--- src/rtl/selftest_pkg.sv ---
// -----------------------------------------------------------------------------
// selftest_pkg
// Shared definitions for the AND-gate self-test sequencer.
//   state_t        : sequencer state encoding (2 bits)
//   NUM_VECTORS    : number of input vectors applied per run
//   LAST_IDX       : index of the final vector
//   expected_out() : golden AND response for a vector index
// -----------------------------------------------------------------------------
package selftest_pkg;

    typedef enum logic [1:0] {
        ST_IDLE   = 2'd0,
        ST_SETTLE = 2'd1,
        ST_CHECK  = 2'd2,
        ST_DONE   = 2'd3
    } state_t;

    localparam int NUM_VECTORS = 4;
    localparam logic [1:0] LAST_IDX = 2'(NUM_VECTORS - 1);

    // Vector idx drives A=idx[1], B=idx[0]; a good AND gate returns A&B.
    function automatic logic expected_out(input logic [1:0] idx);
        return idx[1] & idx[0];
    endfunction

endpackage

--- src/rtl/settle_timer.sv ---
// -----------------------------------------------------------------------------
// settle_timer
// Loadable down-counter that stops at zero; o_zero flags terminal count.
// Ports:
//   clk, rst_n  : clock, async active-low reset (count clears to 0)
//   i_load      : load i_value (takes priority over i_tick)
//   i_value     : load value
//   i_tick      : decrement by one when non-zero
//   o_zero      : count == 0
// -----------------------------------------------------------------------------
module settle_timer #(
    parameter int CNT_W = 8
) (
    input  logic             clk,
    input  logic             rst_n,
    input  logic             i_load,
    input  logic [CNT_W-1:0] i_value,
    input  logic             i_tick,
    output logic             o_zero
);

    logic [CNT_W-1:0] r_count;

    always_ff @(posedge clk or negedge rst_n) begin
        if (!rst_n) begin
            r_count <= '0;
        end else if (i_load) begin
            r_count <= i_value;
        end else if (i_tick && (r_count != '0)) begin
            r_count <= r_count - 1'b1;
        end
    end

    assign o_zero = (r_count == '0);

endmodule

--- src/rtl/gate_selftest_ctrl.sv ---
// -----------------------------------------------------------------------------
// gate_selftest_ctrl
// Drives the four input vectors (00, 01, 10, 11) into a 2-input AND gate under
// test, holds each for SETTLE_CYCLES, samples the gate output for one cycle and
// records mismatches. All outputs are registered.
//
// Optional macro SELFTEST_LOOP_EN: when defined, DONE lasts one cycle and the
// run restarts automatically; fail_vec is sticky and err_count accumulates,
// saturating at 7. When undefined the controller is single-shot.
//
// Ports:
//   clk, rst_n     : clock, async active-low reset
//   start          : level-sampled run request (IDLE or DONE)
//   abort          : return to IDLE, clearing results (beats start)
//   gate_out       : output of the gate under test
//   drv_a, drv_b   : gate input drivers
//   busy           : SETTLE or CHECK
//   done, pass     : run complete / no vector failed
//   fail_vec[3:0]  : bit i set if vector i mismatched
//   err_count[2:0] : number of mismatches
//
// state  | meaning
// -------+-------------------------------------------------------
// IDLE   | waiting for start, all outputs low
// SETTLE | vector applied, settle timer counting down
// CHECK  | one cycle: compare gate_out with expected value
// DONE   | results valid; wait for start (or auto-restart)
// -----------------------------------------------------------------------------
module gate_selftest_ctrl
    import selftest_pkg::*;
#(
    parameter int SETTLE_CYCLES = 4,
    parameter int CNT_W         = 8
) (
    input  logic       clk,
    input  logic       rst_n,
    input  logic       start,
    input  logic       abort,
    input  logic       gate_out,
    output logic       drv_a,
    output logic       drv_b,
    output logic       busy,
    output logic       done,
    output logic       pass,
    output logic [3:0] fail_vec,
    output logic [2:0] err_count
);

    localparam logic [CNT_W-1:0] RELOAD = CNT_W'(SETTLE_CYCLES - 1);

    state_t     r_state;
    logic [1:0] r_idx;
    logic       r_drv_a;
    logic       r_drv_b;
    logic       r_busy;
    logic       r_done;
    logic       r_pass;
    logic [3:0] r_fail_vec;
    logic [2:0] r_err_count;

    state_t     w_state_nxt;
    logic [1:0] w_idx_nxt;
    logic       w_drv_a_nxt;
    logic       w_drv_b_nxt;
    logic       w_busy_nxt;
    logic       w_done_nxt;
    logic       w_pass_nxt;
    logic [3:0] w_fail_vec_nxt;
    logic [2:0] w_err_count_nxt;
    logic       w_launch;
    logic       w_clear_results;
    logic       w_tmr_load;
    logic       w_tmr_tick;
    logic [CNT_W-1:0] w_tmr_value;
    logic       w_tmr_zero;
    logic [1:0] w_idx_inc;

    settle_timer #(
        .CNT_W (CNT_W)
    ) u_settle_timer (
        .clk     (clk),
        .rst_n   (rst_n),
        .i_load  (w_tmr_load),
        .i_value (w_tmr_value),
        .i_tick  (w_tmr_tick),
        .o_zero  (w_tmr_zero)
    );

    assign w_idx_inc = r_idx + 2'd1;

    always_comb begin
        w_state_nxt     = r_state;
        w_idx_nxt       = r_idx;
        w_drv_a_nxt     = r_drv_a;
        w_drv_b_nxt     = r_drv_b;
        w_busy_nxt      = r_busy;
        w_done_nxt      = r_done;
        w_pass_nxt      = r_pass;
        w_fail_vec_nxt  = r_fail_vec;
        w_err_count_nxt = r_err_count;
        w_launch        = 1'b0;
        w_clear_results = 1'b0;
        w_tmr_load      = 1'b0;
        w_tmr_tick      = 1'b0;
        w_tmr_value     = RELOAD;

        if (abort) begin
            w_state_nxt     = ST_IDLE;
            w_idx_nxt       = 2'd0;
            w_drv_a_nxt     = 1'b0;
            w_drv_b_nxt     = 1'b0;
            w_busy_nxt      = 1'b0;
            w_done_nxt      = 1'b0;
            w_pass_nxt      = 1'b0;
            w_fail_vec_nxt  = 4'd0;
            w_err_count_nxt = 3'd0;
            w_tmr_load      = 1'b1;
            w_tmr_value     = '0;
        end else begin
            case (r_state)
                ST_IDLE: begin
                    if (start) begin
                        w_launch        = 1'b1;
                        w_clear_results = 1'b1;
                    end
                end
                ST_SETTLE: begin
                    w_tmr_tick = 1'b1;
                    if (w_tmr_zero) begin
                        w_state_nxt = ST_CHECK;
                    end
                end
                ST_CHECK: begin
                    if (gate_out != expected_out(r_idx)) begin
                        w_fail_vec_nxt[r_idx] = 1'b1;
                        if (r_err_count != 3'd7) begin
                            w_err_count_nxt = r_err_count + 3'd1;
                        end
                    end
                    if (r_idx == LAST_IDX) begin
                        w_state_nxt = ST_DONE;
                        w_idx_nxt   = 2'd0;
                        w_drv_a_nxt = 1'b0;
                        w_drv_b_nxt = 1'b0;
                        w_busy_nxt  = 1'b0;
                        w_done_nxt  = 1'b1;
                        // Include the final sample taken this cycle.
                        w_pass_nxt  = (w_fail_vec_nxt == 4'd0);
                    end else begin
                        w_state_nxt = ST_SETTLE;
                        w_idx_nxt   = w_idx_inc;
                        w_drv_a_nxt = w_idx_inc[1];
                        w_drv_b_nxt = w_idx_inc[0];
                        w_tmr_load  = 1'b1;
                    end
                end
                ST_DONE: begin
`ifdef SELFTEST_LOOP_EN
                    // Auto-restart keeps the accumulated results.
                    w_launch = 1'b1;
`else
                    if (start) begin
                        w_launch        = 1'b1;
                        w_clear_results = 1'b1;
                    end
`endif
                end
                default: begin
                    w_state_nxt = ST_IDLE;
                end
            endcase

            if (w_launch) begin
                w_state_nxt = ST_SETTLE;
                w_idx_nxt   = 2'd0;
                w_drv_a_nxt = 1'b0;
                w_drv_b_nxt = 1'b0;
                w_busy_nxt  = 1'b1;
                w_done_nxt  = 1'b0;
                w_pass_nxt  = 1'b0;
                w_tmr_load  = 1'b1;
                if (w_clear_results) begin
                    w_fail_vec_nxt  = 4'd0;
                    w_err_count_nxt = 3'd0;
                end
            end
        end
    end

    always_ff @(posedge clk or negedge rst_n) begin
        if (!rst_n) begin
            r_state     <= ST_IDLE;
            r_idx       <= 2'd0;
            r_drv_a     <= 1'b0;
            r_drv_b     <= 1'b0;
            r_busy      <= 1'b0;
            r_done      <= 1'b0;
            r_pass      <= 1'b0;
            r_fail_vec  <= 4'd0;
            r_err_count <= 3'd0;
        end else begin
            r_state     <= w_state_nxt;
            r_idx       <= w_idx_nxt;
            r_drv_a     <= w_drv_a_nxt;
            r_drv_b     <= w_drv_b_nxt;
            r_busy      <= w_busy_nxt;
            r_done      <= w_done_nxt;
            r_pass      <= w_pass_nxt;
            r_fail_vec  <= w_fail_vec_nxt;
            r_err_count <= w_err_count_nxt;
        end
    end

    assign drv_a     = r_drv_a;
    assign drv_b     = r_drv_b;
    assign busy      = r_busy;
    assign done      = r_done;
    assign pass      = r_pass;
    assign fail_vec  = r_fail_vec;
    assign err_count = r_err_count;

endmodule

--- config.mk ---
export PLATFORM = sky130hd
export DESIGN_NAME = gate_selftest_ctrl
export DESIGN_NICKNAME = d
export VERILOG_FILES = /design/src/rtl/selftest_pkg.sv /design/src/rtl/settle_timer.sv /design/src/rtl/gate_selftest_ctrl.sv
export SDC_FILE = /design/constraint.sdc
export NUM_CORES = 1
export LEC_CHECK = 0
export CORE_UTILIZATION = 50
export CTS_CLUSTER_DIAMETER = 30
export DETAILED_ROUTE_END_ITERATION = 10
export PLACE_DENSITY = 0.85
export SLEW_MARGIN = 20
export SYNTH_ARGS = -nofsm -noshare
export SYNTH_HDL_FRONTEND = slang
export SYNTH_SLANG_ARGS = --single-unit
--- constraint.sdc ---
create_clock -name clk -period 2.3 [get_ports clk]
set_input_delay 0.345 -clock clk [delete_from_list [all_inputs] [get_ports clk]]
set_output_delay 0.345 -clock clk [all_outputs]
set_load 0.02 [all_outputs]
* After elaboration in Yosys (flattened, before gate mapping)
Cells that the tools add are included.
** Operators by class
- $add $sub $neg :: 3
- Multipliers :: 0
- Div/mod/pow operators :: 0
- Magnitude comparators :: 2
- Equal/unequal tests :: 7
- Shift-type cells :: 0
- Multiplexer cells :: 54
- Bitwise operators :: 2
- Reduce and logical (&&, ||, !) cells :: 16
** Operators with widths (number)
- $mux W1 :: 30
- $mux W4 :: 6
- $mux W2 :: 9
- $mux W8 :: 2
- $mux W3 :: 5
- $reduce_bool A3 Y1 :: 4
- $logic_not A8 Y1 :: 1
- $reduce_bool A8 Y1 :: 1
- $sub A8 B1 Y8 const B :: 1
- $eq A2 B2 Y1 const B :: 3
- $logic_not A4 Y1 :: 1
- $ne A4 B3 Y1 const B :: 1
- $or A4 B4 Y4 :: 1
- $pmux W2 S2 :: 1
- $reduce_and A2 Y1 :: 2
- $reduce_bool A4 Y1 :: 1
- $add A3 B1 Y3 const B :: 1
- $lt A2 B3 Y1 const B :: 1
- $ne A3 B3 Y1 const B :: 1
- $reduce_and A3 Y1 :: 1
- $add A2 B1 Y2 const B :: 1
- $demux W1 S2 :: 1
- $eq A2 B1 Y1 const B :: 1
- $ge A2 B1 Y1 const B :: 1
- other kinds (6) :: 7
** Storage, ports and cells
- Bits in registers :: 24
- Latch bits :: 0
- Bits in writable memories :: 0
- ROM bits :: 0
- Output and inout bits :: 12
- Memories :: 0

* Longest topological paths before layout
Gate-level depths: netlist (run 1).
- Depth after elaboration :: 13
- Mapped depth :: 7
- Gate-level depth less buffers :: 6

* By module
From an unflattened synthesis (run 1), not the netlist that was laid out.
** Second synthesis, totals
- Cells, all modules :: 136
- Area, all modules :: 1285.0 µm²
** By module, submodules not included
- gate_selftest_ctrl :: times used 1, cells an instance 78, area an instance 757.0 µm²
- settle_timer :: times used 1, cells an instance 58, area an instance 528.0 µm²

* Worst setup path before layout (run 1)
Ideal clock, no wire load.
- Path kind :: register to register
- Start :: reg r_state[1]
- End :: reg u_settle_timer.r_count[3]
- Library setup time :: 0.125 ns
- Data arrival time :: 1.552 ns
- Required time :: 2.175 ns
- Path slack :: 0.623 ns
- Cell stages (with the launch flop) :: 7
- Buffers on the path :: 0
- Period minus slack after synthesis :: 1.677 ns
- Cell sequence :: dfrtp_1 -> inv_1 -> ha_1 -> or4b_1 -> a211oi_1 -> xnor2_1 -> nor2_1
** Between the ends
- Word-level cells in the longest chain between the ends :: 7
** Ends and longest elaborated chain
- start, declared :: RTL line gate_selftest_ctrl.sv:51 : state_t r_state;
- start signal, assigned :: RTL line gate_selftest_ctrl.sv:202 : r_state <= w_state_nxt;
- $eq A2 B2 Y1 / $logic_not A2 Y1 (equally long branches) :: RTL line gate_selftest_ctrl.sv:120 : case (r_state)
- $reduce_or A2 Y1 (no source line)
- $mux W1
- $mux W1 :: RTL line gate_selftest_ctrl.sv:107 : if (abort) begin
- $mux W1 :: RTL line gate_selftest_ctrl.sv:173 : if (w_launch) begin
- $mux W1 :: RTL line gate_selftest_ctrl.sv:107
- $mux W8 / $reduce_bool A2 Y1 (equally long branches)
- end signal, assigned :: RTL line settle_timer.sv:28 : r_count <= i_value;
- end signal, assigned :: RTL line settle_timer.sv:30 : r_count <= r_count - 1'b1;
- end, declared :: RTL line settle_timer.sv:22 : logic [CNT_W-1:0] r_count;
Several ways; a longest one is shown, not always the timed one. The select of a mux whose other input is x is not followed.
A chain may end at the register's enable or synchronous reset.

* Worst setup path in the final report (run 1)
- Start :: reg u_settle_timer.r_count[0]
- End :: reg r_state[1]
** Between the ends
- Word-level cells in the longest chain between the ends :: 3
** Ends and longest elaborated chain
- $logic_not A8 Y1 :: RTL line settle_timer.sv:34 : assign o_zero = (r_count == '0);
- $ne A4 B3 Y1 (no source line)
- $reduce_and A2 Y1 (no source line)
Every way passes these cells.

==> results of run 1 <==
[cell type report]
cell class	count	area, um2	share of cell area
Tap cell	28	35.03	0.02433
Clock buffer	3	22.52	0.01564
Inverter	7	26.28	0.01825
Multi-Input combinational cell	89	623.1	0.4327
Sequential cell	22	550.5	0.3823
Timing Repair Buffer	19	182.7	0.1268
[per-layer routing]
layer | up-vias | global-route usage | part of all wire
li1 | 457 | - | -
met1 | 456 | 0.2333 | 0.44
met2 | 28 | 0.3662 | 0.51
met3 | 2 | 0.03869 | 0.044
met4 | 0 | 0.04505 | 0.0025
met5 | - | 0 | 0
[cell usage after synthesis]
cell type  number
a211oi_1        3
a21oi_1        10
a311oi_1        1
a31oi_1         2
and2_1          1
buf_2           1
clkbuf_1        3
dfrtp_1        22
ha_1           11
inv_1           7
mux2_1          1
mux2_2          1
mux2i_1         6
nand2_1         7
nand2b_1        2
nand3_1         1
nand3b_1        2
nor2_1         18
nor2b_1         2
nor3_1          3
nor3b_2         1
nor4_2          1
o21ai_0         2
o21bai_1        1
o32ai_1         1
or2_1           1
or2_2           1
or4_1           3
or4b_1          1
xnor2_1         4
xor2_1          2
[worst max-delay path, delay by kind of cell (launching register included)]
family | cells | cell delay [ns]
adder cells (fa/ha/maj) | 1 | 0.19
AO/OA/AOI/OAI | 1 | 0.27
AND/OR/NAND/NOR | 2 | 0.51
multiplexers | 1 | 0.34
buffers and inverters | 1 | 0.09
flip-flops | 1 | 0.43
[kinds of logic after synthesis]
kind of cell	count (synthesis)
flops	22
simple gates	44
buf+inv	11
compound gates	20
mux	8
xor+xnor	6
fa+ha+maj	11
[power by group through the flow]
stage | clock network [mW] | registers (mW) | logic (mW)
2_1_floorplan | 0 | 0.499 | 0.401
3_3_place_gp | 0 | 0.492 | 0.518
3_5_place_dp | 0 | 0.497 | 0.554
4_1_cts | 0.173 | 0.489 | 0.557
5_1_grt | 0.186 | 0.496 | 0.611
6_report | 0.167 | 0.491 | 0.554
[registers in the layout, summed over array words and instances (netlist names)]
name	count
u_settle_timer.r_count	8
fail_vec	4
err_count	3
r_idx	2
r_state	2
busy	1
done	1
pass	1
[per-stage QoR]
step,std cells,setup WS [ns]
after floorplan,122,0.6233
after global placement,165,0.3815
after detailed placement,165,0.2694
after CTS,168,0.3524
after global routing,168,0.2362
final,168,0.3679
[worst paths after layout]
check	endpoint	slack, ns	startpoint	cells past startpoint
worst min-delay path	u_settle_timer.r_count[6]	0.38	rst_n	2
worst max register to register	r_state[1]	0.37	u_settle_timer.r_count[0]	6
min in group clk	done	0.52	done	2
worst min register to register	done	0.52	done	2
max in group asynchronous	err_count[2]	1.68	rst_n	2
worst max-delay path	r_state[1]	0.37	u_settle_timer.r_count[0]	6
==> out/qor.csv, run 1 <==
stage,metric,value,unit
status,status,completed,
die,Die X-Extent,51.32,um
timing,pins over their slew limit,0,
drt,drc violations,0,
global_route,Overflow after GRT,0,
global_route,first-pass GRT wire length,3884,um
hold_path,Worst Hold Class,input pin to asynchronous set/reset pin,
timing,RSZ-0062 raised after global routing,no,
finish,fin util,0.6387,
yosys,cells after synthesis,122,
die,die height,51.32,um
power_and_ir_drop,P per Cell Area,841.5,nW/um2
flow_run,max cap viols,0,
drt,via count,943,
timing,Setup Viol. Count Final,0,
setup_path,CP arrival,2.13,ns
drt,Final ANT Viol Nets,0,
die,Core ar.,2255,um2
power_and_ir_drop,Flop pwr share,0.405,
yosys,syn avg cell area,9.969,um2
yosys,"area leader, netlist",dfrtp_1,
yosys,cell area after synthesis,1216,um2
clock_network,CTS tree,yes,
drt,DR iter-0 viols,20,
power_and_ir_drop,switching portion of total power,0.3913,
die,Initial Util,0.5394,
clock_network,clk slew on worst S/H paths,0.12,ns
finish,"commonest cells after routing, fill and taps aside","dfrtp_1, nor2_1, clkdlybuf4s50_1",
setup_path,worst-path cell chain,inv_1 > ha_1 > nor3b_2 > nand2_1 > mux2_1 > o32ai_1,
global_route,initial antenna violation count,0,
place,Port Buffers,16,
drt,Routed WL per cell,14.19,um
finish,antenna fix cells,0,
setup_path,Worst Path Max Fanout,6,
finish,fill cell count,193,
yosys,main combinational cell family by area after synthesis,simple AND/OR/NAND/NOR gates,
finish,area growth from synthesis to final layout,18.42,%
yosys,mux contribution to synthesized area,0.06790,
die,die area,2634,um2
clock_network,CTS Buffer Depth,2,
die,I/O pin count,17,
global_route,largest net degree at the start of global routing,23,
yosys,Yosys warnings,0,
finish,final instance area,1440,um2
setup_path,CP max stage delay,0.43,ns
yosys,Adder-Cell Fraction of Synth Area,0.1132,
clock_network,setup bufs post-CTS,0,
yosys,synthesized net count,138,
setup_path,Worst Path Required,2.50,ns
power_and_ir_drop,"IR drop worst, VDD",0.7522,mV
place,DP HPWL,1815,um
clock_network,Sinks on Clock Net,22,
drt,WL final,2384,um
finish,Final nets,158,
yosys,post-synthesis simple-gate area fraction,0.1893,
yosys,Post-Synth XOR/XNOR Area,0.04321,
yosys,register area share after synthesis,0.4527,
yosys,synth top area cells,"dfrtp_1, ha_1, nor2_1",
place,placed inst area,1418,um2
setup_path,slowest CP cell,dfrtp_1,
timing,period utilization,0.8401,
yosys,"FF+latch count, synth",22,
setup_path,Worst setup EP type,register,
die,Core Rows,17,
clock_network,# resized after CTS,0,
timing,final hold violation count,0,
clock_network,latest clock arrival within the worst-skew pair,0.30,ns
setup_path,Worst Setup Path Type,register to register,
timing,Worst slew margin,0.7072,
power_and_ir_drop,total power,1.212,mW
yosys,Netlist cell types,31,
clock_network,cts hold-fix bufs,0,
power_and_ir_drop,Internal,0.7376,mW
global_route,vias in the first global route,947,
clock_network,Clock Root Buffer,clkbuf_4,
setup_path,startpoint types,register,
finish,"most common cell after layout, fill and taps aside",dfrtp_1,
yosys,share of the synthesized area in the top cell type,0.4527,
power_and_ir_drop,Psw,0.4742,mW
finish,layout cell share with drive strength beyond 1,0.07143,
power_and_ir_drop,Pleak,0.6587,nW
timing,measured slew at the worst slew-check pin,0.4392,ns
timing,Min Hold Slack,0.3848,ns
power_and_ir_drop,clock power share,0.138,
place,RePlAce Congestion,0.8371,
drt,first drt pass iteration count,4,
timing,Max Freq,517.6,MHz
power_and_ir_drop,logic gate share of total power,0.457,
drt,Vias per Instance,5.613,
global_route,Tot GR Track Use,0.1976,
clock_network,CTS HTree Levels,1,
timing,min cycle time layout,1.932,ns
timing,TNS Setup,0,ns
timing,Final Skew,0.01257,ns
clock_network,total clock buffers created by CTS,3,
yosys,complex-gate fraction of the synthesized area,0.09877,
Power figures use the tool's default switching activity.
==> run 2, diff against run 1 <==
==> constraint.sdc (replaced) <==
create_clock -name clk -period 1.91 [get_ports clk]
set_input_delay 0.2865 -clock clk [delete_from_list [all_inputs] [get_ports clk]]
set_output_delay 0.2865 -clock clk [all_outputs]
set_load 0.02 [all_outputs]
==> out/qor.csv, run 2 (same netlist as run 1, synthesis figures left out) <==
stage,metric,value,unit,change
status,status,completed,,
clock_network,Clock Root Buffer,clkbuf_4,,
setup_path,worst-path cell chain,inv_1 > ha_1 > or4b_1 > a211oi_1 > xnor2_1 > nor2_1,,
power_and_ir_drop,P per Cell Area,1038,nW/um2,+23%
timing,min cycle time layout,1.794,ns,-0.1379 ns
finish,layout cell share with drive strength beyond 1,0.1034,,+0.03202
finish,Top reg by flops,u_settle_timer.r_count,,
drt,via count,967,,+2.5%
global_route,largest net degree at the start of global routing,23,,unchanged
hold_path,Worst Hold Class,input pin to asynchronous set/reset pin,,
setup_path,startpoint types,register,,
timing,measured slew at the worst slew-check pin,0.2948,ns,-0.1444 ns
timing,RSZ-0062 raised after global routing,no,,
power_and_ir_drop,Flop pwr share,0.384,,-0.021
flow_run,max cap viols,0,,unchanged
timing,Min Hold Slack,0.3184,ns,-0.06641 ns
clock_network,# resized after CTS,0,,unchanged
timing,Setup Viol. Count Final,0,,unchanged
setup_path,Worst Path Required,2.11,ns,-0.39 ns
clock_network,CTS tree,yes,,
finish,fill cell count,184,,-4.7%
place,DP HPWL,1870,um,+3.0%
power_and_ir_drop,"IR drop worst, VDD",0.9892,mV,+32%
drt,Vias per Instance,5.590,,-0.42%
global_route,GR Layer Usage met1,0.3019,,+0.06865
global_route,GR Util met3,0.03869,,unchanged
drt,first drt pass iteration count,4,,unchanged
setup_path,critical path buffer and inverter count,1,,unchanged
global_route,met2 Usage GRT,0.3838,,+0.01754
die,Die X-Extent,51.32,um,unchanged
place,Port Buffers,16,,unchanged
power_and_ir_drop,Pleak,0.6835,nW,+3.8%
timing,Worst slew margin,0.8018,,+0.09466
die,die height,51.32,um,unchanged
finish,Final nets,163,,+3.2%
clock_network,total clock buffers created by CTS,3,,unchanged
global_route,Overflow after GRT,0,,unchanged
drt,DR iter-0 viols,12,,-40%
timing,pins over their slew limit,0,,unchanged
setup_path,CP max stage delay,0.51,ns,+0.08 ns
finish,fin util,0.6554,,+0.01665
power_and_ir_drop,logic gate share of total power,0.479,,+0.022
global_route,vias in the first global route,1031,,+8.9%
timing,Max Freq,557.4,MHz,+7.7%
power_and_ir_drop,Psw,0.6024,mW,+27%
power_and_ir_drop,Internal,0.9318,mW,+26%
setup_path,crit-path leading delay family,simple AND/OR/NAND/NOR gates,,
finish,max FFs per register,8,,unchanged
drt,WL final,2512,um,+5.4%
setup_path,slowest CP cell,or4b_1,,
clock_network,Sinks on Clock Net,22,,unchanged
clock_network,cts hold-fix bufs,0,,unchanged
power_and_ir_drop,switching portion of total power,0.3926,,+0.001301
finish,final instance area,1478,um2,+2.6%
timing,Final Skew,0.003915,ns,-0.008652 ns
clock_network,CTS Buffer Depth,2,,unchanged
clock_network,clk slew on worst S/H paths,0.12,ns,about the same
power_and_ir_drop,clock power share,0.136,,-0.002
die,die area,2634,um2,unchanged
die,Core Rows,17,,unchanged
timing,period utilization,0.9394,,+0.09932
setup_path,Worst Path Max Fanout,4,,-2
clock_network,latest clock arrival within the worst-skew pair,0.30,ns,about the same
global_route,first-pass GRT wire length,4498,um,+16%
global_route,Tot GR Track Use,0.2316,,+0.03401
finish,area growth from synthesis to final layout,21.50,%,
die,Initial Util,0.5394,,unchanged
global_route,GRT busiest layer,met2,,
finish,"most common cell after layout, fill and taps aside",dfrtp_1,,
place,Cells after DPL,170,,+3.0%
place,DP Worst Slack,-0.02552,ns,-0.2949 ns
drt,Final ANT Viol Nets,0,,unchanged
global_route,initial antenna violation count,0,,unchanged
clock_network,setup bufs post-CTS,0,,unchanged
setup_path,Worst Setup Path Type,register to register,,
setup_path,CP arrival,2.00,ns,-0.13 ns
finish,"commonest cells after routing, fill and taps aside","dfrtp_1, nor2_1, clkdlybuf4s50_1",,
drt,Routed WL per cell,14.52,um,+2.3%
place,RePlAce Congestion,0.8130,,-2.9%
finish,fin cells,173,,+3.0%
die,I/O pin count,17,,unchanged
place,placed inst area,1455,um2,+2.6%
setup_path,Worst setup EP type,register,,
finish,antenna fix cells,0,,unchanged
timing,final hold violation count,0,,unchanged
drt,drc violations,0,,unchanged
clock_network,CTS HTree Levels,1,,unchanged
die,Core ar.,2255,um2,unchanged
timing,worst setup margin,0.1158,ns,-0.2521 ns
run 2: area by class of cell:
type	count	area [um2]	area share
clock buffer	3	22.52	0.01524
inverter	7	26.28	0.01778
multi-input combinational	89	623.1	0.4217
sequential	22	550.5	0.3726
tap	28	35.03	0.02371
timing repair buffer	24	220.2	0.1490
run 2: stage by stage:
step,power [mW],setup TNS (ns)
5_1_grt,1.646,0
6_report,1.534,0
4_1_cts,1.531,0
2_1_floorplan,1.084,0
3_5_place_dp,1.324,-0.02552
3_3_place_gp,1.277,0
run 2: path summary, 6_finish.rpt:
check,cells past startpoint,from,to,slack [ns]
worst min register to register,2,done,done,0.52
min in group clk,2,done,done,0.52
worst min-delay path,2,rst_n,u_settle_timer.r_count[7],0.32
worst max-delay path,6,r_state[1],u_settle_timer.r_count[3],0.12
max in group asynchronous,2,rst_n,fail_vec[0],1.37
worst max register to register,6,r_state[1],u_settle_timer.r_count[3],0.12
run 2: per-layer routing:
metal  up-vias  wire length, um
met4         0               44
met2        19             1264
met1       474             1112
met5         -                0
li1        465                -
met3         9               91
run 2: power by group through the flow:
stage               clock network [mW]  registers (mW)  logic (mW)
floorplan                            0           0.601       0.483
global placement                     0           0.591       0.686
detailed placement                   0           0.598       0.726
CTS                              0.212           0.589       0.730
global route                     0.227           0.599       0.820
finish                           0.209           0.590       0.735
